--- config.mk ---
export PLATFORM = sky130hd
export DESIGN_NAME = if_id_hazard_reg
export DESIGN_NICKNAME = d
export VERILOG_FILES = /design/src/rtl/mips_pkg.sv /design/src/rtl/hazard_detect.sv /design/src/rtl/if_id_hazard_reg.sv
export SDC_FILE = /design/constraint.sdc
export NUM_CORES = 1
export LEC_CHECK = 0
export ABC_AREA = 1
export ABC_CLOCK_PERIOD_IN_PS = 1900
export CELL_PAD_IN_SITES_DETAIL_PLACEMENT = 1
export CELL_PAD_IN_SITES_GLOBAL_PLACEMENT = 2
export CORE_ASPECT_RATIO = 1.75
export CORE_MARGIN = 2
export CORE_UTILIZATION = 25
export DETAILED_ROUTE_END_ITERATION = 8
export GPL_TIMING_DRIVEN = 0
export PLACE_DENSITY = 0.83
export REMOVE_ABC_BUFFERS = 1
export SYNTH_ARGS = -nofsm -noshare
export SYNTH_HDL_FRONTEND = slang
export SYNTH_SLANG_ARGS = --single-unit
--- constraint.sdc ---
create_clock -name clk -period 1.9 [get_ports clk]
set_input_delay 0.285 -clock clk [delete_from_list [all_inputs] [get_ports clk]]
set_output_delay 0.285 -clock clk [all_outputs]
set_load 0.02 [all_outputs]
--- src/rtl/mips_pkg.sv ---
// Shared MIPS pipeline definitions: opcode constants, bubble encoding and
// the IF/ID control state type.
package mips_pkg;

  localparam logic [5:0] OP_RTYPE = 6'h00;
  localparam logic [5:0] OP_J     = 6'h02;
  localparam logic [5:0] OP_JAL   = 6'h03;
  localparam logic [5:0] OP_BEQ   = 6'h04;
  localparam logic [5:0] OP_BNE   = 6'h05;
  localparam logic [5:0] OP_SW    = 6'h2B;

  localparam logic [31:0] NOP_INSTR = 32'h0000_0000;

  typedef enum logic [1:0] {
    RUN        = 2'd0,
    LOAD_STALL = 2'd1,
    REDIRECT   = 2'd2
  } state_t;

endpackage

--- src/rtl/hazard_detect.sv ---
// Load-use hazard detection for the instruction held in ID against a load in EX.
// Purely combinational.
module hazard_detect #(
  parameter logic [31:0] NOP_INSTR = mips_pkg::NOP_INSTR
) (
  input  logic [31:0] instruction,
  input  logic        valid,
  input  logic        mem_read,
  input  logic [4:0]  rt_ex,
  output logic        hazard
);
  import mips_pkg::*;

  logic [5:0] opcode;
  logic [4:0] rs;
  logic [4:0] rt;
  logic       is_nop;
  logic       rs_used;
  logic       rt_used;

  assign opcode = instruction[31:26];
  assign rs     = instruction[25:21];
  assign rt     = instruction[20:16];
  assign is_nop = (instruction == NOP_INSTR);

  // Jumps carry no register sources; rt is a source only for R-type, branches and stores.
  assign rs_used = !((opcode == OP_J) || (opcode == OP_JAL) || is_nop);
  assign rt_used = ((opcode == OP_RTYPE) && !is_nop) || (opcode == OP_BEQ) ||
                   (opcode == OP_BNE) || (opcode == OP_SW);

  assign hazard = valid && mem_read && (rt_ex != 5'd0) &&
                  ((rs_used && (rs == rt_ex)) || (rt_used && (rt == rt_ex)));

endmodule

--- src/rtl/if_id_hazard_reg.sv ---
// IF/ID pipeline register with load-use stall, taken-branch squash and
// saturating debug counters.
//
//   state      | meaning
//   RUN        | normal flow, IF/ID loads every cycle
//   LOAD_STALL | IF/ID held while a load in EX feeds the instruction in ID
//   REDIRECT   | ID slot squashed after a taken branch/jump in MEM
module if_id_hazard_reg #(
  parameter int          CNT_W     = 16,
  parameter logic [31:0] NOP_INSTR = mips_pkg::NOP_INSTR
) (
  input  logic             clk,
  input  logic             reset,
  input  logic [31:0]      instructionIF,
  input  logic [31:0]      PCplus4IF,
  input  logic             PCSrcMEM,
  input  logic             MemReadEX,
  input  logic [4:0]       rtEX,
  output logic [31:0]      instructionID,
  output logic [31:0]      PCplus4ID,
  output logic             validID,
  output logic             stall,
  output logic             flushIDEX,
  output logic             flushEXMEM,
  output logic [CNT_W-1:0] stallCount,
  output logic [CNT_W-1:0] flushCount
);
  import mips_pkg::*;

  localparam logic [CNT_W-1:0] CNT_MAX = '1;

  logic   hazard;
  state_t state;
  state_t state_nxt;

  hazard_detect #(
    .NOP_INSTR (NOP_INSTR)
  ) u_hazard_detect (
    .instruction (instructionID),
    .valid       (validID),
    .mem_read    (MemReadEX),
    .rt_ex       (rtEX),
    .hazard      (hazard)
  );

  // A taken redirect outranks the load-use stall; the squashed slot must not stall.
  always_comb begin
    stall      = 1'b0;
    flushIDEX  = 1'b0;
    flushEXMEM = 1'b0;
    if (reset) begin
      if (PCSrcMEM) begin
        flushIDEX  = 1'b1;
        flushEXMEM = 1'b1;
      end else if (hazard) begin
        stall     = 1'b1;
        flushIDEX = 1'b1;
      end
    end
  end

  always_comb begin
    state_nxt = state;
    if (PCSrcMEM) begin
      state_nxt = REDIRECT;
    end else begin
      case (state)
        RUN:        state_nxt = stall ? LOAD_STALL : RUN;
        LOAD_STALL: state_nxt = stall ? LOAD_STALL : RUN;
        REDIRECT:   state_nxt = RUN;
        default:    state_nxt = RUN;
      endcase
    end
  end

  always_ff @(posedge clk or negedge reset) begin
    if (!reset) begin
      state <= RUN;
    end else begin
      state <= state_nxt;
    end
  end

  always_ff @(posedge clk or negedge reset) begin
    if (!reset) begin
      instructionID <= NOP_INSTR;
      PCplus4ID     <= 32'd0;
      validID       <= 1'b0;
    end else if (PCSrcMEM) begin
      instructionID <= NOP_INSTR;
      validID       <= 1'b0;
    end else if (!stall) begin
      instructionID <= instructionIF;
      PCplus4ID     <= PCplus4IF;
      validID       <= 1'b1;
    end
  end

  always_ff @(posedge clk or negedge reset) begin
    if (!reset) begin
      stallCount <= '0;
      flushCount <= '0;
    end else begin
      if (stall && (stallCount != CNT_MAX)) begin
        stallCount <= stallCount + 1'b1;
      end
      if (PCSrcMEM && (flushCount != CNT_MAX)) begin
        flushCount <= flushCount + 1'b1;
      end
    end
  end

endmodule

## Word-level counts from Yosys, hierarchy flattened

Cells that the tools add are included.

| operators by class | value |
|---|---|
| $add $sub $neg | 2 |
| equality and inequality tests | 10 |
| multiplexer cells | 11 |
| bitwise logic cells | 2 |
| reduce and logical (&&, ||, !) cells | 20 |

Operator list:

| kind | count |
|---|---|
| $mux 32 | 2 |
| $add 16x1->16 const B | 2 |
| $logic_not 32->1 | 1 |
| $ne 16x16->1 const B | 2 |
| $eq 6x2->1 const B | 2 |
| $eq 6x3->1 const B | 2 |
| $eq 5x5->1 | 2 |
| $mux 1 | 9 |
| $logic_and 1x1->1 | 8 |
| $eq 6x6->1 const B | 1 |
| $logic_not 6->1 | 1 |
| $logic_or 1x1->1 | 6 |
| $reduce_bool 5->1 | 1 |
| $logic_not 1->1 | 2 |
| $ne 2x2->1 const B | 1 |
| $not 1->1 | 2 |
| $reduce_and 2->1 | 1 |

| word-level totals | value |
|---|---|
| bits in registers | 97 |
| input port bits | 73 |
| word-level logic and storage cells | 50 |

## Depth between registers and ports, before layout

| depth | value |
|---|---|
| depth after elaboration | 14 |
| gate-level depth with buffers | 13 |
| depth with buffers taken out | 12 |

## Hierarchy

From an unflattened synthesis, not the netlist that was laid out.

| unflattened totals | value |
|---|---|
| cells, all modules | 557 |
| area total of the unflattened synthesis | 4759.6 um2 |

By module, submodules not included:

| module | times used | cells an instance | area each (um2) | seq. area each (um2) |
|---|---|---|---|---|
| if_id_hazard_reg | 1 | 492 | 4441.8 | 2427.3 |
| hazard_detect | 1 | 65 | 317.8 | 0.0 |

## Least setup slack after synthesis

Ideal clock, no wire load.

| timing | value |
|---|---|
| path type | flip-flop to output port |
| start | reg instructionID[29] |
| end | out flushIDEX |
| data arrival time | 1.682 ns |
| data required time | 1.615 ns |
| slack | -0.067 ns |
| cell stages (with the launch flop) | 11 |
| buffers on the path | 1 |
| cell sequence | dfrtp_1 -> nor2_1 -> nand2_1 -> nor3_1 -> o21ai_1 -> nand2_1 -> nand2_1 -> a21oi_2 -> buf_2 -> nand2_1 -> nand2_1 |

| between the ends | value |
|---|---|
| word-level cells in the longest chain between the ends | 12 |
| elaborated cells between the ends (all ways) | 22 |
| those cells by class | eq/ne (5); mux (3); reduce/logical (14) |

RTL lines:

| element | line | source |
|---|---|---|
| start: declaration | if_id_hazard_reg.sv:19 | `output logic [31:0] instructionID,` |
| start signal: assignment | if_id_hazard_reg.sv:93 | `instructionID <= instructionIF;` |
| $logic_not 32->1 | hazard_detect.sv:24 | `assign is_nop = (instruction == NOP_INSTR);` |
| $logic_not 1->1 | hazard_detect.sv:28 | `assign rt_used = ((opcode == OP_RTYPE) && !is_nop) \|\| (opcode == OP_BEQ) \|\|` |
| $logic_and 1x1->1 | hazard_detect.sv:28 |  |
| $logic_or 1x1->1 (2 in a row) | hazard_detect.sv:28 |  |
| $logic_or 1x1->1 | hazard_detect.sv:29 | `(opcode == OP_BNE) \|\| (opcode == OP_SW);` |
| $logic_and 1x1->1 | hazard_detect.sv:32 | `((rs_used && (rs == rt_ex)) \|\| (rt_used && (rt == rt_ex)));` |
| $logic_or 1x1->1 * | hazard_detect.sv:32 |  |
| $logic_and 1x1->1 * | hazard_detect.sv:31 | `assign hazard = valid && mem_read && (rt_ex != 5'd0) &&` |
| $mux 1 * | if_id_hazard_reg.sv:55 | `end else if (hazard) begin` |
| $mux 1 * | if_id_hazard_reg.sv:52 | `if (PCSrcMEM) begin` |
| $mux 1 * | if_id_hazard_reg.sv:51 | `if (reset) begin` |
| end: declaration | if_id_hazard_reg.sv:23 | `output logic flushIDEX,` |

Every way passes the cells marked *; elsewhere a longest branch is shown, timed or not.

## Worst setup path in the final report

| timing | value |
|---|---|
| start | reg instructionID[27] |
| end | out stall |

| between the ends | value |
|---|---|
| word-level cells in the longest chain between the ends | 12 |
| elaborated cells between the ends (all ways) | 22 |
| those cells by class | eq/ne (5); mux (3); reduce/logical (14) |

RTL lines:

| element | line | source |
|---|---|---|
| $logic_not 32->1 | hazard_detect.sv:24 |  |
| $logic_not 1->1 | hazard_detect.sv:28 |  |
| $logic_and 1x1->1 | hazard_detect.sv:28 |  |
| $logic_or 1x1->1 (2 in a row) | hazard_detect.sv:28 |  |
| $logic_or 1x1->1 | hazard_detect.sv:29 |  |
| $logic_and 1x1->1 | hazard_detect.sv:32 |  |
| $logic_or 1x1->1 * | hazard_detect.sv:32 |  |
| $logic_and 1x1->1 * | hazard_detect.sv:31 |  |
| $mux 1 * | if_id_hazard_reg.sv:55 |  |
| $mux 1 * | if_id_hazard_reg.sv:52 |  |
| $mux 1 * | if_id_hazard_reg.sv:51 |  |
| end: declaration | if_id_hazard_reg.sv:22 | `output logic stall,` |

Marks and branches as above.

==> reports/summary.txt <==
WL final - 17700 um
CTS tree - yes
Pwr dens - 712 nW/um2
Largest net degree at the start of global routing - 55
Unrepaired setup endpoints after global routing - true
Layout Nets - 847
Hold slack - 464 ps
Fin crit share - 1.17
Status - finished with violations
Iteration-0 DRC Markers - 112
CP max-delay cell - dfrtp_2
Hold Crit Class - primary input to flip-flop
Initial antenna violation count - 1
Fmax - 0.449 GHz
Gr ovfl total - 0
Worst Path Buf+Inv - 2
Root buf cell - clkbuf_16
Clock sink total - 97
Most frequent cell after synthesis - nand2_1
Worst Setup Start Kind - flip-flop
Psw - 0.00170 W
Pint - 0.00385 W
DP HPWL - 11400 um
Critical Path AT - 1940 ps
Total CTS buffers - 9
Seq pwr share - 0.442
Syn avg cell area - 8.23 um2
Vias in the first global route - 5197
Finish-stage setup viols - 63
Violated checks - setup timing
Dpl ws - -3020 ps
Post-Synthesis Cell Area - 4650 um2
FFs w/ async S/R, synth - 1.00
Multi-input gate area - 2430 um2
Share of cells above drive strength 1 - 0.200
Final slew viol count - 0
Final clock skew - 7.30 ps
Largest cells by area after synthesis - dfrtp_1, nand2_1, nand3_1
Syn Inst Count - 565
Setup Crit Path Kind - flip-flop to primary output
Cell Chain, Critical Path - nor2_1, nand2_1, nor2_1, nand2_2, o21ai_2, nand2_4, nand3_4, inv_12, buf_4
Design Power - 0.00555 W
Die X - 107 um
Initial Util - 0.253
Port bufs - 172
Final hold violation count - 0
Register Area - 2430 um2
Leakage power - 3.58 nW
Sequential-to-total area share from yosys stat - 0.522
Via count - 4769
Clk slew on worst S/H paths - 70 ps
Worst Setup End Kind - primary output
Tmin final - 2230 ps
Switching portion of total power - 0.307
Combinational Power Share - 0.245
Global-route wire length before repair - 27800 um
Clk Latency, worst-skew pair - 340 ps
Yosys top cell by area - dfrtp_1
Flops & latches, synth - 97
Die footprint - 19800 um2
Number of core rows - 66
IO Pins - 173
H-tree depth - 3
Synthesis-to-layout area growth - 67.7%
Wire per inst - 17.5 um
Synth unique cells - 24
Routability cong. - 0.795
CP dominant cell by count - nor2_1
Post-route cell area - 7800 um2
Synth top area share - 0.522
GRT Util Overall - 0.183
Post-route setup TNS - -10370 ps
EDFF count, synth - 0
MaxCap Viol Count - 0
Worst vdd ir - 0.433 mV
Worst slew pin tran - 638 ps
Setup slack after layout - -326 ps
Max Fanout on Critical Path - 4
Slew Limit Headroom - 0.574
Ys flop type - dfrtp_1
Die Span Y - 184 um
Post-synth top cells - nand2_1, dfrtp_1, nand3_1
Clk network pwr share - 0.313
Pre-antenna DRT Iters - 6
Synth warn - 0
Drt drc - 0
Core ar. - 18400 um2
Final ANT Viol Nets - 0
Max clock buf depth - 2
Avg Vias per Cell - 4.70
Filler cells - 2136
DP Area - 6590 um2
CP peak stage delay - 440 ps
CP required - 1620 ps
Top delay family on crit path - simple AND/OR/NAND/NOR gates
==> worst reg2reg max path, delay by kind of cell, from the launching register on <==
family / cells / cell delay (ps)
compound gates: 1 / 290
buf+inv: 4 / 480
flops: 1 / 440
simple gates: 8 / 800
==> metal layers <==
layer / global-route usage / up-vias / share of wire
li1: - / 2238 / -
met1: 0.191 / 2366 / 0.36
met2: 0.344 / 141 / 0.55
met3: 0.0467 / 24 / 0.059
met4: 0.0691 / 0 / 0.028
met5: 0 / - / 0
==> final timing paths <==
| check | start | end | depth (start not counted) | slack, ps |
|---|---|---|---|---|
| worst max register to register | instructionID[27]$_DFFE_PN0P_ | instructionID[3]$_DFFE_PN0P_ | 13 | -200 |
| worst min-delay path | reset | stallCount[10]$_DFFE_PN0P_ | 5 | 460 |
| worst min register to register | PCplus4ID[5]$_DFFE_PN0P_ | PCplus4ID[5]$_DFFE_PN0P_ | 2 | 490 |
| min in group asynchronous | reset | stallCount[8]$_DFFE_PN0P_ | 3 | 690 |
| worst max-delay path | instructionID[27]$_DFFE_PN0P_ | stall | 9 | -330 |
| max in group asynchronous | reset | instructionID[31]$_DFFE_PN0P_ | 3 | 940 |
==> kinds of logic (layout without fill, tap and decap cells) <==
kind of cell	Yosys count	after routing	synth area share
buffers and inverters	50	256	0.0543
AND/OR/NAND/NOR	376	381	0.345
flip-flops	97	97	0.522
AO/OA/AOI/OAI	4	4	0.00511
adder cells (fa/ha/maj)	2	2	0.00538
multiplexers	1	1	0.00242
other	0	1	0
XOR/XNOR	35	35	0.0659
==> power by group through the flow <==
stage	combinational (W)	clock [W]	sequential [W]
final	0.00136	0.00174	0.00245
after global routing	0.00148	0.00188	0.00248
after CTS	0.00134	0.00180	0.00244
after detailed placement	0.00123	0	0.00248
after global placement	0.00120	0	0.00247
after floorplan	0.000314	0	0.00267
==> cell usage in the layout (no fill, tap or decap), types with 4 or more instances in the layout <==
master           synthesis  final
nand2_1                211    172
clkdlybuf4s50_1          0    163
dfrtp_1                 97     94
nand3_1                 85     60
nor2_1                  44     36
nand2_2                  0     33
buf_4                    1     26
nand3_2                  1     24
nand4_1                 22     22
xnor2_1                 20     20
inv_1                   22     18
xor2_1                  15     15
clkbuf_16                0      9
nor3_1                  10      8
buf_16                   0      6
nand2_4                  0      5
dlygate4sd2_1            0      5
buf_8                    0      5
buf_6                    7      5
nor2_2                   0      4
nor2_4                   0      4
inv_2                    2      4
nand3_4                  0      4
nand2_8                  0      4
==> repair_timing <==
item	in CTS	in global routing
buffers inserted	32	5
pin swaps	37	9
cloned	9	0
endpoints found under the setup margin	84	91
hold endpoints to repair	47	47
resized for setup	109	38
==> layout make-up <==
type                       count  share of cell area
clock inverter                 4             0.00369
clock buffer                  11              0.0311
multi-input combinational    423               0.311
timing repair inverter         1             0.00144
tap                          238              0.0382
inverter                      25              0.0141
sequential                    97               0.312
timing repair buffer         215               0.288
antenna                        1            0.000321
==> sequential cells by signal, indices dropped and copies added (netlist names) <==
signal	cells
PCplus4ID	32
flushCount	16
stallCount	16
instructionID	32
validID	1
==> through the flow <==
step,util,instances
floorplan,-,540
global placement,0.354,950
detailed placement,0.358,953
CTS,0.414,1008
global route,0.424,1015
finish,0.424,1015
Power figures use the tool's default switching activity.
